[src/rtl/prga.sv]
// -----------------------------------------------------------------------------
// prga -- RC4 pseudo-random generation stage used as a stream decryptor.
//
// Walks an S-box that has already been initialised and key-scheduled, and
// produces one keystream byte per message byte. The ciphertext memory holds a
// length-prefixed message (ct[0] = L, ct[1..L] = bytes). The result goes to
// the plaintext memory in the same format (pt[0] = L, pt[k] = ct[k] ^ pad_k).
//
// Ports
//   clk        : clock, all state changes on the rising edge
//   rst        : synchronous active-high reset
//   en / rdy   : start handshake; a run starts when en=1 and rdy=1 at an edge
//   s_addr     : S-box address       s_rddata : S-box read data (1-cycle latency)
//   s_wrdata   : S-box write data    s_wren   : S-box write enable
//   ct_addr    : ciphertext address  ct_rddata: ciphertext read data (1-cycle)
//   pt_addr    : plaintext address   pt_wrdata: plaintext write data
//   pt_wren    : plaintext write enable
//
// Memory accesses are decoded from the current state. Read data arrives one
// cycle after the address, so some addresses (RJ) and write data (WI, WP)
// are formed combinationally from the read data of the current cycle.
// -----------------------------------------------------------------------------
module prga (
    input  logic       clk,
    input  logic       rst,
    input  logic       en,
    output logic       rdy,
    output logic [7:0] s_addr,
    input  logic [7:0] s_rddata,
    output logic [7:0] s_wrdata,
    output logic       s_wren,
    output logic [7:0] ct_addr,
    input  logic [7:0] ct_rddata,
    output logic [7:0] pt_addr,
    output logic [7:0] pt_wrdata,
    output logic       pt_wren
);

    typedef enum logic [3:0] {
        IDLE,   // waiting for en
        LEN,    // present ct[0]
        LENW,   // latch L, write pt[0]
        RI,     // i <= i+1, read S[i]
        RJ,     // latch si, j <= j+si, read S[j]
        WI,     // latch sj, S[i] <= sj
        WJ,     // S[j] <= si, present ct[k]
        RP,     // read S[si+sj]
        WP      // pt[k] <= pad ^ ct[k]
    } state_t;

    state_t     state_reg;
    logic [7:0] i_reg;
    logic [7:0] j_reg;
    logic [7:0] k_reg;
    logic [7:0] len_reg;
    logic [7:0] si_reg;
    logic [7:0] sj_reg;

    // -------------------------------------------------------------------------
    // Control FSM and index registers
    // -------------------------------------------------------------------------
    always_ff @(posedge clk) begin
        if (rst) begin
            state_reg <= IDLE;
            i_reg     <= 8'd0;
            j_reg     <= 8'd0;
            k_reg     <= 8'd0;
            len_reg   <= 8'd0;
            si_reg    <= 8'd0;
            sj_reg    <= 8'd0;
        end else begin
            case (state_reg)
                IDLE: begin
                    if (en) begin
                        state_reg <= LEN;
                    end
                end
                LEN: begin
                    state_reg <= LENW;
                end
                LENW: begin
                    len_reg <= ct_rddata;
                    i_reg   <= 8'd0;
                    j_reg   <= 8'd0;
                    k_reg   <= 8'd1;
                    // An empty message only needs its length byte copied.
                    state_reg <= (ct_rddata == 8'd0) ? IDLE : RI;
                end
                RI: begin
                    i_reg     <= i_reg + 8'd1;
                    state_reg <= RJ;
                end
                RJ: begin
                    si_reg    <= s_rddata;
                    j_reg     <= j_reg + s_rddata;
                    state_reg <= WI;
                end
                WI: begin
                    sj_reg    <= s_rddata;
                    state_reg <= WJ;
                end
                WJ: begin
                    state_reg <= RP;
                end
                RP: begin
                    state_reg <= WP;
                end
                WP: begin
                    if (k_reg == len_reg) begin
                        state_reg <= IDLE;
                    end else begin
                        k_reg     <= k_reg + 8'd1;
                        state_reg <= RI;
                    end
                end
                default: begin
                    state_reg <= IDLE;
                end
            endcase
        end
    end

    // -------------------------------------------------------------------------
    // Memory access decode. Everything not driven by the current state stays 0.
    // Write enables are gated by rst so an abort never lands a half-finished
    // swap or plaintext byte on the reset edge.
    // -------------------------------------------------------------------------
    always_comb begin
        rdy       = 1'b0;
        s_addr    = 8'd0;
        s_wrdata  = 8'd0;
        s_wren    = 1'b0;
        ct_addr   = 8'd0;
        pt_addr   = 8'd0;
        pt_wrdata = 8'd0;
        pt_wren   = 1'b0;
        case (state_reg)
            IDLE: begin
                rdy = 1'b1;
            end
            LEN: begin
                ct_addr = 8'd0;
            end
            LENW: begin
                pt_addr   = 8'd0;
                pt_wrdata = ct_rddata;
                pt_wren   = ~rst;
            end
            RI: begin
                s_addr = i_reg + 8'd1;
            end
            RJ: begin
                s_addr = j_reg + s_rddata;
            end
            WI: begin
                // s_rddata is old S[j]; i_reg already holds the new i.
                s_addr   = i_reg;
                s_wrdata = s_rddata;
                s_wren   = ~rst;
            end
            WJ: begin
                // When i == j this rewrites the same value, leaving S[i] intact.
                s_addr   = j_reg;
                s_wrdata = si_reg;
                s_wren   = ~rst;
                ct_addr  = k_reg;
            end
            RP: begin
                // Uses the registered si/sj, not a re-read of the swapped cells.
                s_addr  = si_reg + sj_reg;
                ct_addr = k_reg;
            end
            WP: begin
                ct_addr   = k_reg;
                pt_addr   = k_reg;
                pt_wrdata = s_rddata ^ ct_rddata;
                pt_wren   = ~rst;
            end
            default: begin
                rdy = 1'b0;
            end
        endcase
    end

endmodule

[config.mk]
export PLATFORM = sky130hd
export DESIGN_NAME = prga
export DESIGN_NICKNAME = d
export VERILOG_FILES = /design/src/rtl/prga.sv
export SDC_FILE = /design/constraint.sdc
export NUM_CORES = 1
export LEC_CHECK = 0
export BUFFER_PORTS_ARGS = -buffer_cell sky130_fd_sc_hd__buf_2
export CAP_MARGIN = 20
export CORE_MARGIN = 4
export CORE_UTILIZATION = 45
export CTS_CLUSTER_DIAMETER = 30
export DETAILED_ROUTE_END_ITERATION = 8
export PLACE_DENSITY = 0.7
export SLEW_MARGIN = 15
export SYNTH_ARGS = -nofsm -noshare
export SYNTH_HDL_FRONTEND = slang
export SYNTH_SLANG_ARGS = --single-unit
[constraint.sdc]
create_clock -name clk -period 4.7 [get_ports clk]
set_input_delay 0.47 -clock clk [delete_from_list [all_inputs] [get_ports clk]]
set_output_delay 0.47 -clock clk [all_outputs]
set_load 0.02 [all_outputs]
* Yosys cells after proc, flatten, opt, wreduce, memory -nomap -nowiden *
Index checks and enable logic that the tools add are counted.

word-level totals
  register bits = 52
  input bits = 19
  output and inout bits = 43
  word-level logic and storage cells = 49

operators by class
  $add $sub $neg = 4
  equality and inequality tests = 11
  muxes and demuxes = 16
  bitwise gates (word level) = 2
  reductions and logical operators = 9

operators with widths
  operator                                                                number
  8-bit case mux with 2 select lines                                      5
  8-bit case mux with 5 select lines                                      1
  4-bit case mux with 9 select lines                                      1
  8-bit 2-to-1 mux                                                        3
  8-bit by 1-bit adder with 8-bit output (second input constant)          2
  8-bit adder                                                             2
  4-bit by 3-bit equality test with 1-bit output (second input constant)  4
  4-bit by 2-bit equality test with 1-bit output (second input constant)  2
  8-bit equality test                                                     1
  8-bit zero test                                                         1
  8-bit bitwise XOR                                                       1
  2-bit nonzero test                                                      3
  4-bit by 1-bit equality test with 1-bit output (second input constant)  1
  4-bit equality test (second input constant)                             1
  4-bit zero test                                                         1
  2-bit 2-to-1 mux                                                        2
  4-bit 2-to-1 mux                                                        1
  2-bit inequality test (second input constant)                           2
  2-bit OR reduction                                                      2
  1-bit 2-to-1 mux                                                        3
  3-bit OR reduction                                                      1
  2-bit AND reduction                                                     1
  1-bit NOT                                                               1

* Logic depth before layout (Yosys ltp) *
Gate-level depths: netlist (run 1).

  depth in word-level cells = 3
  gate-level depth with buffers = 9
  mapped depth without buffers = 9

* Worst setup path after synthesis (run 1) *
OpenSTA, ideal clock, no wires.

  path kind = input port to output port
  start = input s_rddata[0]
  end = output s_addr[6]
  arrival = 1.975 ns
  required time = 4.230 ns
  slack = 2.255 ns
  cell stages on the path = 8
  path buffers = 0
  cell sequence = ha_1 -> fa_1 -> a21o_1 -> a21oi_1 -> nand2b_1 -> nand4_1 -> o311a_1 -> o211ai_1

on the way
  cells in the longest elaborated chain, start to end = 2

RTL lines
  what                                line  text
  from (decl)                         29    input logic [7:0] s_rddata,
  8-bit adder                         153   s_addr = j_reg + s_rddata;
  8-bit case mux with 5 select lines  137   case (state_reg)
  to (decl)                           28    output logic [7:0] s_addr,

No other way between the ends.

* Worst setup path after layout (run 1) *
  start = register state_reg[0]
  end = output s_addr[7]

on the way
  cells in the longest elaborated chain, start to end = 2
  elaborated cells on any way between the ends = 6
  those cells by class = eq/ne: 5; mux: 1

RTL lines
  what                                                                                                              line  text
  from (decl)                                                                                                       51    state_t state_reg;
  from (signal assigned)                                                                                            87    state_reg <= (ct_rddata == 8'd0) ? IDLE : RI;
  4-bit by 3-bit equality test with 1-bit output or 4-bit by 2-bit equality test with 1-bit output (tied branches)  137
  8-bit case mux with 5 select lines (*)                                                                            137

Every way passes the cells marked *; elsewhere a longest branch is shown, timed or not.

==> reports/qor.txt, run 1 <==
period utilization - 65.78%
Syn-to-layout area delta - 12.19%
DRC - 0
vias in the first global route - 3043
critical path class - reg2out
initial antenna violation count - 0
RSZ-0062 raised after global routing - no
clk sink count - 52
post-synth top area share - 30.35%
power per cell area - 234.4 mW/mm^2
Final ANT Viol Nets - 0
Sw Pwr - 276.9 uW
I/O pin cnt - 62
first-pass GRT wire length - 14.82 mm
diode count - 0
GRT overflow - 0
outcome - finished clean
post-CTS setup buffers - 0
setup_tns - 0 ns
core area - 0.007331 mm^2
ys flop type - dfxtp_1
Root Buffer - clkbuf_8
vias after detailed routing - 3385
post-layout min period - 3.092 ns
Final Util - 52.48%
CP cell instances - nor3_2 -> and2_1 -> a31oi_1 -> a21oi_1 -> a211oi_1 -> o211ai_1 -> buf_2
Final WS setup - 1.608 ns
drt pass-1 iters - 4
Hold-fix buffers, CTS - 0
Max Fclk - 0.3235 GHz
top cells by count, synth - 112 x nand2_1, 52 x dfxtp_1, 48 x a21oi_1
register area share after synthesis - 30.35%
syn nets - 503
required time of the critical path - 4.23 ns
synth warn - 0
CTS max path bufs - 2
slowest stage delay, CP - 0.73 ns
CTS clock-pin slew for the worst setup and hold paths - 0.10 ns
Skew-Pair Late Insertion Delay - 0.31 ns
endpoint type of the worst setup path - output pin
RePlAce Congestion - 0.8732
Unique masters post-synth - 54
dpl cell area - 0.003746 mm^2
Pleak - 0.001595 uW
maxcap violations - 0
Buffers on Ports - 61
pin count of the biggest net entering global routing - 48
Final Hold Viols - 0
die width - 95.30 um
per-cell routed wire length - 14.97 um
share of cells above drive strength 1 - 17.22%
total die area - 0.009082 mm^2
Slew @ Worst Pin - 0.8869 ns
CP max FO - 22
syn_area_per_cell - 7.360 um^2
fin nets - 547
Setup Viol. Count Final - 0
FF+latch count, synth - 52
total global-route track usage - 20.83%
Seq pwr share - 52.4%
pre-CTS setup slack - 1.799 ns
Hold Path Class - in2reg
fillers - 733
Slew HR - 40.87%
TritonCTS Buffers - 5
dpl hpwl - 6.812 mm
Vias per Instance - 5.549
Max stage delay cell, worst path - and2_1
final instance area - 0.003847 mm^2
post-cts resize count - 0
CP Launch Type - flip-flop
DR iter-0 viols - 217
Synth area leaders - dfxtp_1 30%, nand2_1 12%, a21oi_1 7.0%
crit path DAT - 2.62 ns
Switching Fraction - 30.71%
Clock Skew - 0.009871 ns
Post-Syn Area - 0.003430 mm^2
Logic pwr share - 17.5%
number of synthesized flops with an enable pin - 0
Async S/R FF share, synth - 0%
CTS tree - done
row count - 31
Gate Count Post-Synth - 466
internal power - 624.9 uW
Max VDD drop - 96.93 uV
Synth area leader - dfxtp_1
fin. max-slew vios - 0
H-tree depth - 2
Clock Power Share - 30.2%
drt total wl - 9.131 mm
starting density of the core - 46.78%
Die Ht - 95.30 um
most common cell in the netlist - nand2_1
Pwr Total - 901.9 uW
-- worst paths after layout --
| kind | slack, ns | to | cells past startpoint | startpoint |
|---|---|---|---|---|
| min | 0.42 | len_reg[2] | 3 | ct_rddata[2] |
| max reg2reg | 2.31 | state_reg[0] | 5 | state_reg[0] |
| min reg2reg | 0.47 | sj_reg[0] | 2 | sj_reg[0] |
| max | 1.61 | s_addr[7] | 7 | state_reg[0] |
-- per-stage QoR --
stage	cells	hold slack [ns]
detailed placement	601	0.4554
finish	610	0.4233
global placement	601	0.4498
floorplan	466	0.4400
CTS	609	0.4189
global route	610	0.4125
-- kinds of logic (layout without fill, tap and decap cells) --
| logic type | after synthesis | in the layout | share of synthesized area, % |
|---|---|---|---|
| XOR/XNOR | 29 | 29 | 7.406 |
| multiplexers | 3 | 3 | 0.9121 |
| AND/OR/NAND/NOR | 224 | 224 | 31.08 |
| flip-flops | 52 | 52 | 30.35 |
| AO/OA/AOI/OAI | 105 | 105 | 18.86 |
| buffers and inverters | 35 | 80 | 4.378 |
| adder cells (fa/ha/maj) | 18 | 18 | 7.005 |
-- per-layer routing --
metal	GRT usage, %	part of all wire (%)	up-vias
met5	0	0	-
met2	32.13	46	99
met1	29.50	45	1573
met3	2.841	6.9	12
met4	7.692	1.6	0
li1	-	-	1701
-- worst max-delay path: cells and delay by family (launching register included) --
kind,cells,cell delay (ns)
AO/OA/AOI/OAI,4,0.58
buffers and inverters,1,0.20
flip-flops,1,0.56
AND/OR/NAND/NOR,2,0.95
-- cells in the final DEF (no fill, tap or decap), drive strengths merged, types with 2 or more instances in the layout --
master  instances
inv            10
nand3          17
and3           12
fa              2
o21bai          2
dfxtp          52
nor3           13
nor2b           2
mux2i           2
nand4           3
a21o            2
or2             2
a22oi           2
nand2         113
a222oi          4
clkbuf          7
o21ai          23
o211ai          8
nor4            4
nand3b          2
buf            62
or3             2
xor2            8
nand2b          6
xnor2          21
ha             16
a21oi          50
a211oi          3
and2           10
a31oi           5
nor2           35
-- layout make-up --
class	count	area [um^2]	area share [%]
Clock buffer	7	86.33	2.244
Clock inverter	1	7.507	0.1951
Inverter	10	37.54	0.9756
Sequential cell	52	1041	27.06
Multi-Input combinational cell	379	2238	58.18
Tap cell	99	123.9	3.220
Timing Repair Buffer	62	312.8	8.130
-- power by group through the flow --
stage                     clock (uW)  combinational, uW  sequential (uW)
final                            272                158              472
after global routing             297                175              475
after CTS                        278                158              472
after detailed placement           0                157              483
after global placement             0                154              482
after floorplan                    0                123              470
(Power assumes the default switching activity.)
==> run 2, diff against run 1 <==
- PLACE_DENSITY: 0.7 -> 0.72
- clock period: 4.7 -> 2.82 ns (I/O delays scaled with it)
==> reports/qor.txt, run 2 (synthesis results as in run 1) <==
outcome - finished clean
DR iter-0 viols - 384 (+77%)
pin count of the biggest net entering global routing - 29 (-40%)
crit path DAT - 2.32 ns (-0.30 ns)
Pleak - 0.001631 uW (+2.3%)
TritonCTS Buffers - 5 (unchanged)
total global-route track usage - 21.35% (+0.51 points)
dpl hpwl - 7.136 mm (+4.8%)
RePlAce Congestion - 0.9092 (+4.1%)
endpoint type of the worst setup path - output pin
Pwr Total - 1522 uW (+69%)
vias after detailed routing - 3435 (+1.5%)
Root Buffer - clkbuf_8
power per cell area - 391.0 mW/mm^2 (+67%)
clk sink count - 52 (unchanged)
Die Ht - 95.30 um (unchanged)
maxcap violations - 0 (unchanged)
post-CTS setup buffers - 0 (unchanged)
CTS tree - done
leading cell type in the layout, fill and taps excluded - nand2_1
Hold-fix buffers, CTS - 0 (unchanged)
Vias per Instance - 5.576 (+0.49%)
GRT overflow - 0 (unchanged)
commonest cells after routing, fill and taps aside - 112 x nand2_1, 61 x buf_2, 52 x dfxtp_1, 48 x a21oi_1, 31 x nor2_1
share of cells above drive strength 1 - 18.38% (+1.2 points)
die width - 95.30 um (unchanged)
fin nets - 553 (+1.1%)
Clock Skew - 0.004742 ns (-0.005129 ns)
DRC - 0 (unchanged)
diode count - 0 (unchanged)
Setup Viol. Count Final - 0 (unchanged)
setup_tns - 0 ns (unchanged)
Slew @ Worst Pin - 0.6024 ns (-0.2845 ns)
Max Fclk - 0.3847 GHz
critical path class - reg2out
CP Launch Type - flip-flop
post-cts resize count - 0 (unchanged)
Syn-to-layout area delta - 13.46%
CTS clock-pin slew for the worst setup and hold paths - 0.10 ns (about the same)
per-cell routed wire length - 15.67 um (+4.7%)
fin. max-slew vios - 0 (unchanged)
Slew HR - 59.84% (+19 points)
CTS max path bufs - 2 (unchanged)
RSZ-0062 raised after global routing - no
required time of the critical path - 2.54 ns (-1.69 ns)
I/O pin cnt - 62 (unchanged)
drt pass-1 iters - 7 (+3)
total die area - 0.009082 mm^2 (unchanged)
vias in the first global route - 3118 (+2.5%)
fillers - 709 (-3.3%)
row count - 31 (unchanged)
post-layout min period - 2.599 ns
drt total wl - 9.650 mm (+5.7%)
core area - 0.007331 mm^2 (unchanged)
period utilization - 92.17%
H-tree depth - 2 (unchanged)
first-pass GRT wire length - 15.15 mm (+2.2%)
initial antenna violation count - 0 (unchanged)
Max VDD drop - 217.0 uV (+120%)
Skew-Pair Late Insertion Delay - 0.31 ns (about the same)
CP max FO - 3 (-86%)
Hold Path Class - in2reg
Final ANT Viol Nets - 0 (unchanged)
Buffers on Ports - 61 (unchanged)
starting density of the core - 46.78% (unchanged)
Final Hold Viols - 0 (unchanged)
[run 2: critical path, cell delays in order (launching register included)]
cell and delay [ns]:
dfxtp_1 0.34, ha_1 0.22, fa_1 0.42, a21o_1 0.17, a21oi_1 0.16, nand2b_1 0.17, nand4_1 0.11, o311a_1 0.15
o211ai_1 0.09, buf_2 0.19
[run 2: routing by layer]
metal | routed length (um) | track usage, % | vias up
li1 | - | - | 1709
met1 | 4253 | 27.80 | 1593
met2 | 4621 | 35.74 | 118
met3 | 621 | 3.867 | 15
met4 | 153 | 6.611 | 0
met5 | 0 | 0 | -
[run 2: cell type report]
| class | count | area (um^2) | area share (%) |
|---|---|---|---|
| Timing Repair Buffer | 68 | 357.8 | 9.196 |
| Clock inverter | 2 | 10.01 | 0.2572 |
| Sequential cell | 52 | 1041 | 26.75 |
| Multi-Input combinational cell | 379 | 2238 | 57.52 |
| Inverter | 10 | 37.54 | 0.9646 |
| Tap cell | 99 | 123.9 | 3.183 |
| Clock buffer | 6 | 82.58 | 2.122 |
[run 2: power breakdown]
group / internal [uW] / leakage [uW] / switching, uW / total, uW
Combinational: 99.0 / 0.00116 / 195 / 294
Clock: 197 / 0.0000510 / 255 / 452
Sequential: 753 / 0.000420 / 22.5 / 775
Total: 1050 / 0.00163 / 473 / 1520
[run 2: metrics by stage]
step	util, %	cells	hold WS (ns)	cell area [um^2]	setup slack [ns]
floorplan	-	466	0.4180	3430	0.7057
global placement	51.82	608	0.4457	3799	0.4773
detailed placement	51.82	608	0.4531	3799	0.4316
CTS	53.08	616	0.2340	3891	0.2074
global route	53.08	616	0.2402	3891	0.02825
finish	53.08	616	0.2367	3891	0.2208
[run 2: path summary, 6_finish.rpt]
| kind | startpoint | end | slack (ns) | cells past startpoint |
|---|---|---|---|---|
| max | j_reg[0] | s_addr[6] | 0.22 | 9 |
| min | ct_rddata[5] | len_reg[5] | 0.24 | 3 |
| max reg2reg | state_reg[3] | state_reg[0] | 0.67 | 7 |
| min reg2reg | sj_reg[6] | sj_reg[6] | 0.47 | 2 |
==> run 3, diff against run 2 <==
- PLACE_DENSITY: 0.72 -> 0.7
- clock period: 2.82 -> 2.85 ns (I/O delays scaled with it)
==> reports/qor.txt, run 3 (synthesis results as in run 1) <==
post-layout min period - 2.695 ns
total global-route track usage - 20.77% (-0.57 points)
pre-CTS setup slack - 0.3846 ns (-0.04702 ns)
power per cell area - 383.5 mW/mm^2 (-1.9%)
Pleak - 0.001635 uW (+0.27%)
die width - 95.30 um (unchanged)
Setup Viol. Count Final - 0 (unchanged)
maxcap violations - 0 (unchanged)
per-cell routed wire length - 14.55 um (-7.2%)
vias in the first global route - 3064 (-1.7%)
Max stage delay cell, worst path - fa_1
RSZ-0062 raised after global routing - no
fillers - 727 (+2.5%)
TritonCTS Buffers - 5 (unchanged)
vias after detailed routing - 3307 (-3.7%)
Vias per Instance - 5.351 (-4.0%)
leading cell type in the layout, fill and taps excluded - nand2_1
period utilization - 94.55%
post-CTS setup buffers - 0 (unchanged)
Final Util - 53.30% (+0.22 points)
multi-input logic area - 0.002238 mm^2 (unchanged)
Root Buffer - clkbuf_8
slowest stage delay, CP - 0.42 ns (about the same)
commonest cells after routing, fill and taps aside - 112 x nand2_1, 60 x buf_2, 51 x dfxtp_1, 48 x a21oi_1, 31 x nor2_1
crit path DAT - 2.41 ns (+0.09 ns)
RePlAce Congestion - 0.9287 (+2.1%)
Buffers on Ports - 61 (unchanged)
Final ANT Viol Nets - 0 (unchanged)
CTS max path bufs - 2 (unchanged)
Slew HR - 59.47% (-0.37 points)
row count - 31 (unchanged)
CP max FO - 3 (unchanged)
CTS clock-pin slew for the worst setup and hold paths - 0.10 ns (about the same)
Hold Path Class - in2reg
endpoint type of the worst setup path - output pin
fin nets - 555 (+0.36%)
final instance area - 0.003908 mm^2 (+0.42%)
required time of the critical path - 2.57 ns (+0.03 ns)
pin count of the biggest net entering global routing - 26 (-10%)
Max VDD drop - 149.8 uV (-31%)
Syn-to-layout area delta - 13.94%
share of cells above drive strength 1 - 18.50% (+0.12 points)
Skew-Pair Late Insertion Delay - 0.32 ns (about the same)
Slew @ Worst Pin - 0.6080 ns (+0.005525 ns)
setup_tns - 0 ns (unchanged)
total die area - 0.009082 mm^2 (unchanged)
clk sink count - 52 (unchanged)
I/O pin cnt - 62 (unchanged)
CP Launch Type - flip-flop
Max Fclk - 0.3711 GHz
fin. max-slew vios - 0 (unchanged)
CP cell instances - ha_1 -> fa_1 -> a21o_1 -> a21oi_1 -> nand2b_1 -> nand4_1 -> o311a_1 -> o211ai_1 -> buf_4
Clock Skew - 0.01141 ns (+0.006666 ns)
starting density of the core - 46.78% (unchanged)
dpl cell area - 0.003814 mm^2 (+0.40%)
critical path class - reg2out
initial antenna violation count - 0 (unchanged)
GRT overflow - 0 (unchanged)
drt total wl - 8.989 mm (-6.8%)
DR iter-0 viols - 190 (-51%)
CTS tree - done
H-tree depth - 2 (unchanged)
Die Ht - 95.30 um (unchanged)
Final Hold Viols - 0 (unchanged)
outcome - finished clean
dpl hpwl - 6.891 mm (-3.4%)
drt pass-1 iters - 4 (-3)
Reg area - 0.001042 mm^2 (+0.12%)
diode count - 0 (unchanged)
first-pass GRT wire length - 14.90 mm (-1.6%)
core area - 0.007331 mm^2 (unchanged)
Final WS setup - 0.1552 ns (-0.06553 ns)
Hold WS - 0.2276 ns (-0.009110 ns)
DRC - 0 (unchanged)
## run 3: final timing paths
path	depth (start not counted)	startpoint	endpoint	slack, ns
setup reg to reg	5	state_reg[0]	state_reg[0]	0.84
setup / recovery	9	j_reg[0]	s_addr[6]	0.16
hold / removal	3	ct_rddata[4]	len_reg[4]	0.23
hold reg to reg	2	sj_reg[5]	sj_reg[5]	0.47
## run 3: layer usage
layer / GRT usage (%) / share of wire [%] / vias to the layer above
met1: 29.46 / 49 / 1506
met5: 0 / 0 / -
met2: 32.83 / 45 / 80
met3: 3.078 / 4.5 / 6
li1: - / - / 1715
met4: 5.529 / 1.0 / 0
## run 3: metrics by stage
step | power [uW] | cells
after floorplan | 977.1 | 466
after global placement | 1066 | 610
after detailed placement | 1069 | 610
after CTS | 1504 | 618
after global routing | 1572 | 618
final | 1498 | 618
## run 3: power breakdown
part / total [uW] / internal [uW] / leakage, uW / switching [uW]
logic: 281 / 99.9 / 0.00117 / 182
clock network: 444 / 199 / 0.0000455 / 245
registers: 773 / 745 / 0.000420 / 27.9
## run 3: area by class of cell
class,count,share of cell area (%)
flip-flops and latches,52,26.67
inverters,10,0.9606
clock buffers,8,2.305
multi-input cells,379,57.28
repair buffers,70,9.606
well taps,99,3.170
## run 3: critical path, delay by kind of cell (launching register included)
| kind | cells | cell delay [ns] |
|---|---|---|
| adders and majority gates | 2 | 0.64 |
| and+or+nand+nor | 2 | 0.29 |
| AOI/OAI and AO/OA | 4 | 0.62 |
| buffers and inverters | 1 | 0.19 |
| DFF | 1 | 0.34 |
## run 3: repair_timing
| action | 4_1_cts | 5_1_grt |
|---|---|---|
| resized for setup | 0 | 2 |
| hold buffers | 0 | 0 |
| endpoints found under the setup margin | 0 | 2 |
